**config.mk**
```make
export PLATFORM = sky130hd
export DESIGN_NAME = fifo_uart_tx
export DESIGN_NICKNAME = d
export VERILOG_FILES = /design/src/rtl/fifo_uart_pkg.sv /design/src/rtl/uart_bit_timer.sv /design/src/rtl/fifo_uart_tx.sv
export SDC_FILE = /design/constraint.sdc
export NUM_CORES = 1
export LEC_CHECK = 0
export BUFFER_PORTS_ARGS = -buffer_cell sky130_fd_sc_hd__buf_2
export CORE_MARGIN = 3
export CORE_UTILIZATION = 55
export DETAILED_ROUTE_END_ITERATION = 10
export GPL_TIMING_DRIVEN = 1
export PLACE_DENSITY = 0.82
export SYNTH_ARGS = -nofsm -noshare
export SYNTH_HDL_FRONTEND = slang
export SYNTH_SLANG_ARGS = --single-unit
```
**constraint.sdc**
```tcl
create_clock -name clk -period 2.64 [get_ports clk]
set_input_delay 0 -clock clk [delete_from_list [all_inputs] [get_ports clk]]
set_output_delay 0 -clock clk [all_outputs]
set_load 0.02 [all_outputs]
```
**src/rtl/fifo_uart_pkg.sv**
```systemverilog
// Shared constants for the FIFO-drain UART transmitter: byte width, line
// levels, FSM state encodings and the even-parity helper.
package fifo_uart_pkg;

    localparam int DATA_W = 8;

    localparam logic IDLE_LEVEL  = 1'b1;
    localparam logic START_LEVEL = 1'b0;
    localparam logic STOP_LEVEL  = 1'b1;

    localparam logic [2:0] ST_IDLE   = 3'd0;
    localparam logic [2:0] ST_FETCH  = 3'd1;
    localparam logic [2:0] ST_LOAD   = 3'd2;
    localparam logic [2:0] ST_START  = 3'd3;
    localparam logic [2:0] ST_DATA   = 3'd4;
    localparam logic [2:0] ST_PARITY = 3'd5;
    localparam logic [2:0] ST_STOP   = 3'd6;

    // Even parity: the parity bit makes the total number of ones even.
    function automatic logic even_parity(input logic [DATA_W-1:0] data);
        return ^data;
    endfunction

endpackage

```
**src/rtl/uart_bit_timer.sv**
```systemverilog
// Bit-period timer: counts clk cycles while run is high and pulses bit_tick
// on the last cycle of each serial bit. The count is cleared whenever run
// is low, so every bit period starts cleanly from zero.
module uart_bit_timer #(
    parameter int CLKS_PER_BIT = 868
) (
    input  logic clk,
    input  logic rst,
    input  logic run,
    output logic bit_tick
);

    localparam int CW = $clog2(CLKS_PER_BIT);
    localparam logic [CW-1:0] LAST = CW'(CLKS_PER_BIT - 1);

    logic [CW-1:0] clk_cnt;

    assign bit_tick = run && (clk_cnt == LAST);

    // Cycle counter: wraps on every bit boundary, held at zero when idle.
    always_ff @(posedge clk) begin
        if (rst) begin
            clk_cnt <= '0;
        end else if (!run || bit_tick) begin
            clk_cnt <= '0;
        end else begin
            clk_cnt <= clk_cnt + CW'(1);
        end
    end

endmodule

```
**src/rtl/fifo_uart_tx.sv**
```systemverilog
// FIFO drain stage: pops one byte per frame from a FIFO with registered
// (one-cycle latency) read data and sends it as 8N1, LSB first.
// Optional macro FIFO_UART_TX_PARITY_EN inserts an even-parity bit between
// the data bits and the stop bit (11-bit frame instead of 10).
module fifo_uart_tx
    import fifo_uart_pkg::*;
#(
    parameter int CLKS_PER_BIT = 868
) (
    input  logic              clk,
    input  logic              rst,
    input  logic              fifo_empty,
    input  logic [DATA_W-1:0] fifo_data,
    output logic              fifo_rd_en,
    output logic              tx,
    output logic              busy,
    output logic              frame_done
);

    logic [2:0]        state;
    logic [2:0]        state_nxt;
    logic [DATA_W-1:0] shift;
    logic [2:0]        bit_cnt;
    logic              run;
    logic              bit_tick;
`ifdef FIFO_UART_TX_PARITY_EN
    logic              parity;
`endif

    // The bit timer only runs while a serial bit is on the line.
    assign run = (state == ST_START) || (state == ST_DATA) ||
                 (state == ST_PARITY) || (state == ST_STOP);

    uart_bit_timer #(
        .CLKS_PER_BIT (CLKS_PER_BIT)
    ) u_bit_timer (
        .clk      (clk),
        .rst      (rst),
        .run      (run),
        .bit_tick (bit_tick)
    );

    // Next-state logic; fifo_empty is only looked at in IDLE.
    always_comb begin
        state_nxt = state;
        case (state)
            ST_IDLE: begin
                if (!fifo_empty) state_nxt = ST_FETCH;
                else             state_nxt = ST_IDLE;
            end
            ST_FETCH: state_nxt = ST_LOAD;
            ST_LOAD:  state_nxt = ST_START;
            ST_START: begin
                if (bit_tick) state_nxt = ST_DATA;
                else          state_nxt = ST_START;
            end
            ST_DATA: begin
                if (bit_tick && (bit_cnt == 3'd7)) begin
`ifdef FIFO_UART_TX_PARITY_EN
                    state_nxt = ST_PARITY;
`else
                    state_nxt = ST_STOP;
`endif
                end else begin
                    state_nxt = ST_DATA;
                end
            end
`ifdef FIFO_UART_TX_PARITY_EN
            ST_PARITY: begin
                if (bit_tick) state_nxt = ST_STOP;
                else          state_nxt = ST_PARITY;
            end
`endif
            ST_STOP: begin
                if (bit_tick) state_nxt = ST_IDLE;
                else          state_nxt = ST_STOP;
            end
            default: state_nxt = ST_IDLE;
        endcase
    end

    // State register.
    always_ff @(posedge clk) begin
        if (rst) begin
            state <= ST_IDLE;
        end else begin
            state <= state_nxt;
        end
    end

    // Shift register and bit counter: load in LOAD (read data now valid),
    // shift out one bit per boundary in DATA. bit_cnt wraps 7->0 into STOP.
    always_ff @(posedge clk) begin
        if (rst) begin
            shift   <= '0;
            bit_cnt <= 3'd0;
        end else if (state == ST_LOAD) begin
            shift   <= fifo_data;
            bit_cnt <= 3'd0;
        end else if ((state == ST_DATA) && bit_tick) begin
            shift   <= {1'b0, shift[DATA_W-1:1]};
            bit_cnt <= bit_cnt + 3'd1;
        end else begin
            shift   <= shift;
            bit_cnt <= bit_cnt;
        end
    end

`ifdef FIFO_UART_TX_PARITY_EN
    // Parity is computed from the byte as it is captured.
    always_ff @(posedge clk) begin
        if (rst) begin
            parity <= 1'b0;
        end else if (state == ST_LOAD) begin
            parity <= even_parity(fifo_data);
        end else begin
            parity <= parity;
        end
    end
`endif

    // Line level decoded from the state and shift registers.
    always_comb begin
        tx = IDLE_LEVEL;
        case (state)
            ST_START:  tx = START_LEVEL;
            ST_DATA:   tx = shift[0];
`ifdef FIFO_UART_TX_PARITY_EN
            ST_PARITY: tx = parity;
`endif
            ST_STOP:   tx = STOP_LEVEL;
            default:   tx = IDLE_LEVEL;
        endcase
    end

    assign fifo_rd_en = (state == ST_FETCH);
    assign busy       = (state != ST_IDLE);
    assign frame_done = (state == ST_STOP) && bit_tick;

endmodule

```
==> impl_results.md <==
- Overflow left after global routing: 0
- Tot GR Track Use: between 10% and 20%
- Seq/Total Area, Yosys: a little over two fifths
- RePlAce Congestion: about 0.83
- Number of port buffers: 14
- Pin count of the biggest net entering global routing: 17
- Post-route clock period utilization: about 78%
- Kind of critical path: reg -> reg
- Slew headroom: between 50% and 60%
- Initial antenna violation count: 0
- Clock sinks: 24
- Layout area overhead: 16.9%
- Final Hold Viols: 0
- VDD IR max: between 500 and 600 uV
- MaxCap Viol Count: 0
- Antenna-violating nets left: 0
- Cell variety after synth: 33
- Synthesis-stage register bit count: 24
- Num CTS Buffers: 3
- Clk_skew: 0.00373 ns
- Fmax: between 400 and 500 MHz
- Wirelength per Cell: between 10 and 15 um
- Fraction of layout cells with a size suffix above 1: about 18%
- Root Buffer: clkbuf_4
- Width of the die: a little over 50 um
- First-pass GRT wire length: roughly 3.6 mm
- CP Launch Type: register
- Syn Nets: between 100 and 150
- Clk slew on worst S/H paths: 0.13 ns
- Crit. End Element: register
- Status: complete, no violations
- Critical Path AT: roughly 2.3 ns
- Post-CTS sizing: 0
- Post-Route WL: 2.08 mm
- DR pass1 iterations: 4
- Setup TNS: 0 ns
- Later-pin clock latency in the skew report: slightly above 0.3 ns
- Synth Cell Area: 1140 sq um
- Core ar.: between 1500 and 2000 sq um
- Via-per-instance ratio: ~5.5
- EDFF count, synth: 0
- Final HPWL from detailed placement: about 1.5 mm
- Min-delay worst type: in -> reg
- Top fanout value on the critical path: 9
- I/O pins: 15
- Max-slew violations: 0
- Worst EP required: 2.84 ns
- Worst slew pin tran: around 0.6 ns
- Num rows: 15
- DRC viols: 0
- Setup violators final: 0
- Antenna Cells: 0
- P per Cell Area: approximately 540 nW/um^2
- Synthesized area per cell: 8.83 sq um
- Syn Inst Count: 129
- Layout Nets: about 160
- H-tree levels: 1
- Max clock buf depth: 2
- Synth warn: 0
- Vias: around 950
- Die H: about 50 um
- Vias in the first global route: ~850
- Full die area: ~2700 sq um
- 1st-iter DRT viols: 20
- CTS tree: built
- RSZ-0062 raised after global routing: false
- Dominant synthesized flop cell: dfxtp_1
- Asr flop ratio synth: 0%
- Min Hold Slack: 0.0171 ns
- Leakage: 0.453 nW
- Starting Density: between 60% and 70%
- Setup Fix Bufs, Post-CTS: 0
- Time the worst path needs with I/O delays and setup: just over 2 ns
## Yosys cell counts (all sizes together), types with 2 or more instances
library cell / number / area share, %
nand3: 5 / 2.2
xnor2: 8 / 6.2
a21oi: 8 / 3.5
clkbuf: 6 / 2.0
a32oi: 5 / 3.8
buf: 2 / 1.4
dfxtp: 24 / 42
or3: 2 / 1.2
nor2: 20 / 6.6
xor2: 2 / 1.5
nand2: 14 / 4.6
nor4: 2 / 2.4
inv: 2 / 0.66
nand4b: 2 / 1.5
nor3: 8 / 3.5
ha: 3 / 3.3
mux2i: 3 / 2.6
## cell type report
| type | instances | area (sq um) |
|---|---|---|
| well taps | 25 | 31.3 |
| flip-flops and latches | 24 | 480 |
| multi-input cells | 95 | 612 |
| repair buffers | 22 | 148 |
| fillers | 157 | 508 |
| clock buffers | 3 | 22.5 |
| inverters | 2 | 7.51 |
| clock inverters | 1 | 30.0 |
## critical path, cell delays in order, from the launching register on
cell and delay [ns]:
dfxtp_1 0.48, or3b_4 0.44, or4_1 0.67, a32oi_1 0.26
a21oi_1 0.10
## placed cells by master, fill, tap and decap left out, drive strengths merged
master        n
nand2        14
clkbuf        3
nor2         20
ha            3
a31o          1
a32oi         5
nand4b        2
mux2i         3
dlygate4sd3   7
nor3          8
or3b          1
nand4         1
xor2          2
maj3          1
nand3         5
and2          1
a2111oi       1
a221oi        1
dfxtp        24
or3           2
bufinv        1
a211o         1
or4           1
nor4          2
inv           2
a211oi        1
and2b         1
a21oi         8
nor2b         1
buf          15
xnor2         8
nand4bb       1
## metal layers
| layer | routed length (um) | GRT usage, % | vias up |
|---|---|---|---|
| met5 | 0 | 0 | - |
| met4 | 11 | 6.55 | 0 |
| met3 | 56 | 1.72 | 2 |
| met2 | 989 | 28.8 | 15 |
| met1 | 1020 | 23.2 | 445 |
| li1 | - | - | 490 |
## sequential cells by signal (all words and copies together) (netlist names)
name and flops:
bit_cnt 3, state 3, shift 8, u_bit_timer.clk_cnt 10
## stage by stage
stage                     area (sq um)  setup slack, ns  power [mW]  instances  utilization (%)
final                             1330            0.586       0.721        172             72.4
after global routing              1330            0.450       0.749        172             72.4
after CTS                         1330            0.583       0.728        172             72.4
after detailed placement          1210            0.603       0.458        161             65.7
after global placement            1210            0.649       0.456        161             65.7
after floorplan                   1140            0.791       0.439        129                -
## where the power goes
part | leakage (nW) | switching, mW | total, mW | internal, mW
combinational | 0.231 | 0.0362 | 0.0703 | 0.0341
sequential | 0.195 | 0.0138 | 0.388 | 0.374
clock | 0.0279 | 0.109 | 0.263 | 0.153
## cells by family after synthesis
| kind of cell | count (synthesis) | share of synthesized area (%) |
|---|---|---|
| buf+inv | 10 | 4.07 |
| simple gates | 60 | 27.1 |
| flops | 24 | 42.2 |
| compound gates | 18 | 12.1 |
| mux | 3 | 2.64 |
| xor+xnor | 10 | 7.69 |
| fa+ha+maj | 4 | 4.18 |
## timing repair
| item | CTS | global route |
|---|---|---|
| endpoints found under the hold margin | 7 | 0 |
| hold buffers | 7 | 0 |
| setup endpoints to repair | 0 | 0 |
## path summary, 6_finish.rpt
check	from	to	slack (ns)	cells past startpoint
worst max-delay path	state[2]$_SDFF_PP0_	shift[3]$_SDFFE_PP0P_	0.59	4
worst min-delay path	fifo_data[6]	shift[6]$_SDFFE_PP0P_	0.02	3
worst max register to register	state[2]$_SDFF_PP0_	shift[3]$_SDFFE_PP0P_	0.59	4
worst min register to register	u_bit_timer.clk_cnt[0]$_SDFF_PP0_	u_bit_timer.clk_cnt[0]$_SDFF_PP0_	0.49	1
Power figures use the tool's default switching activity.
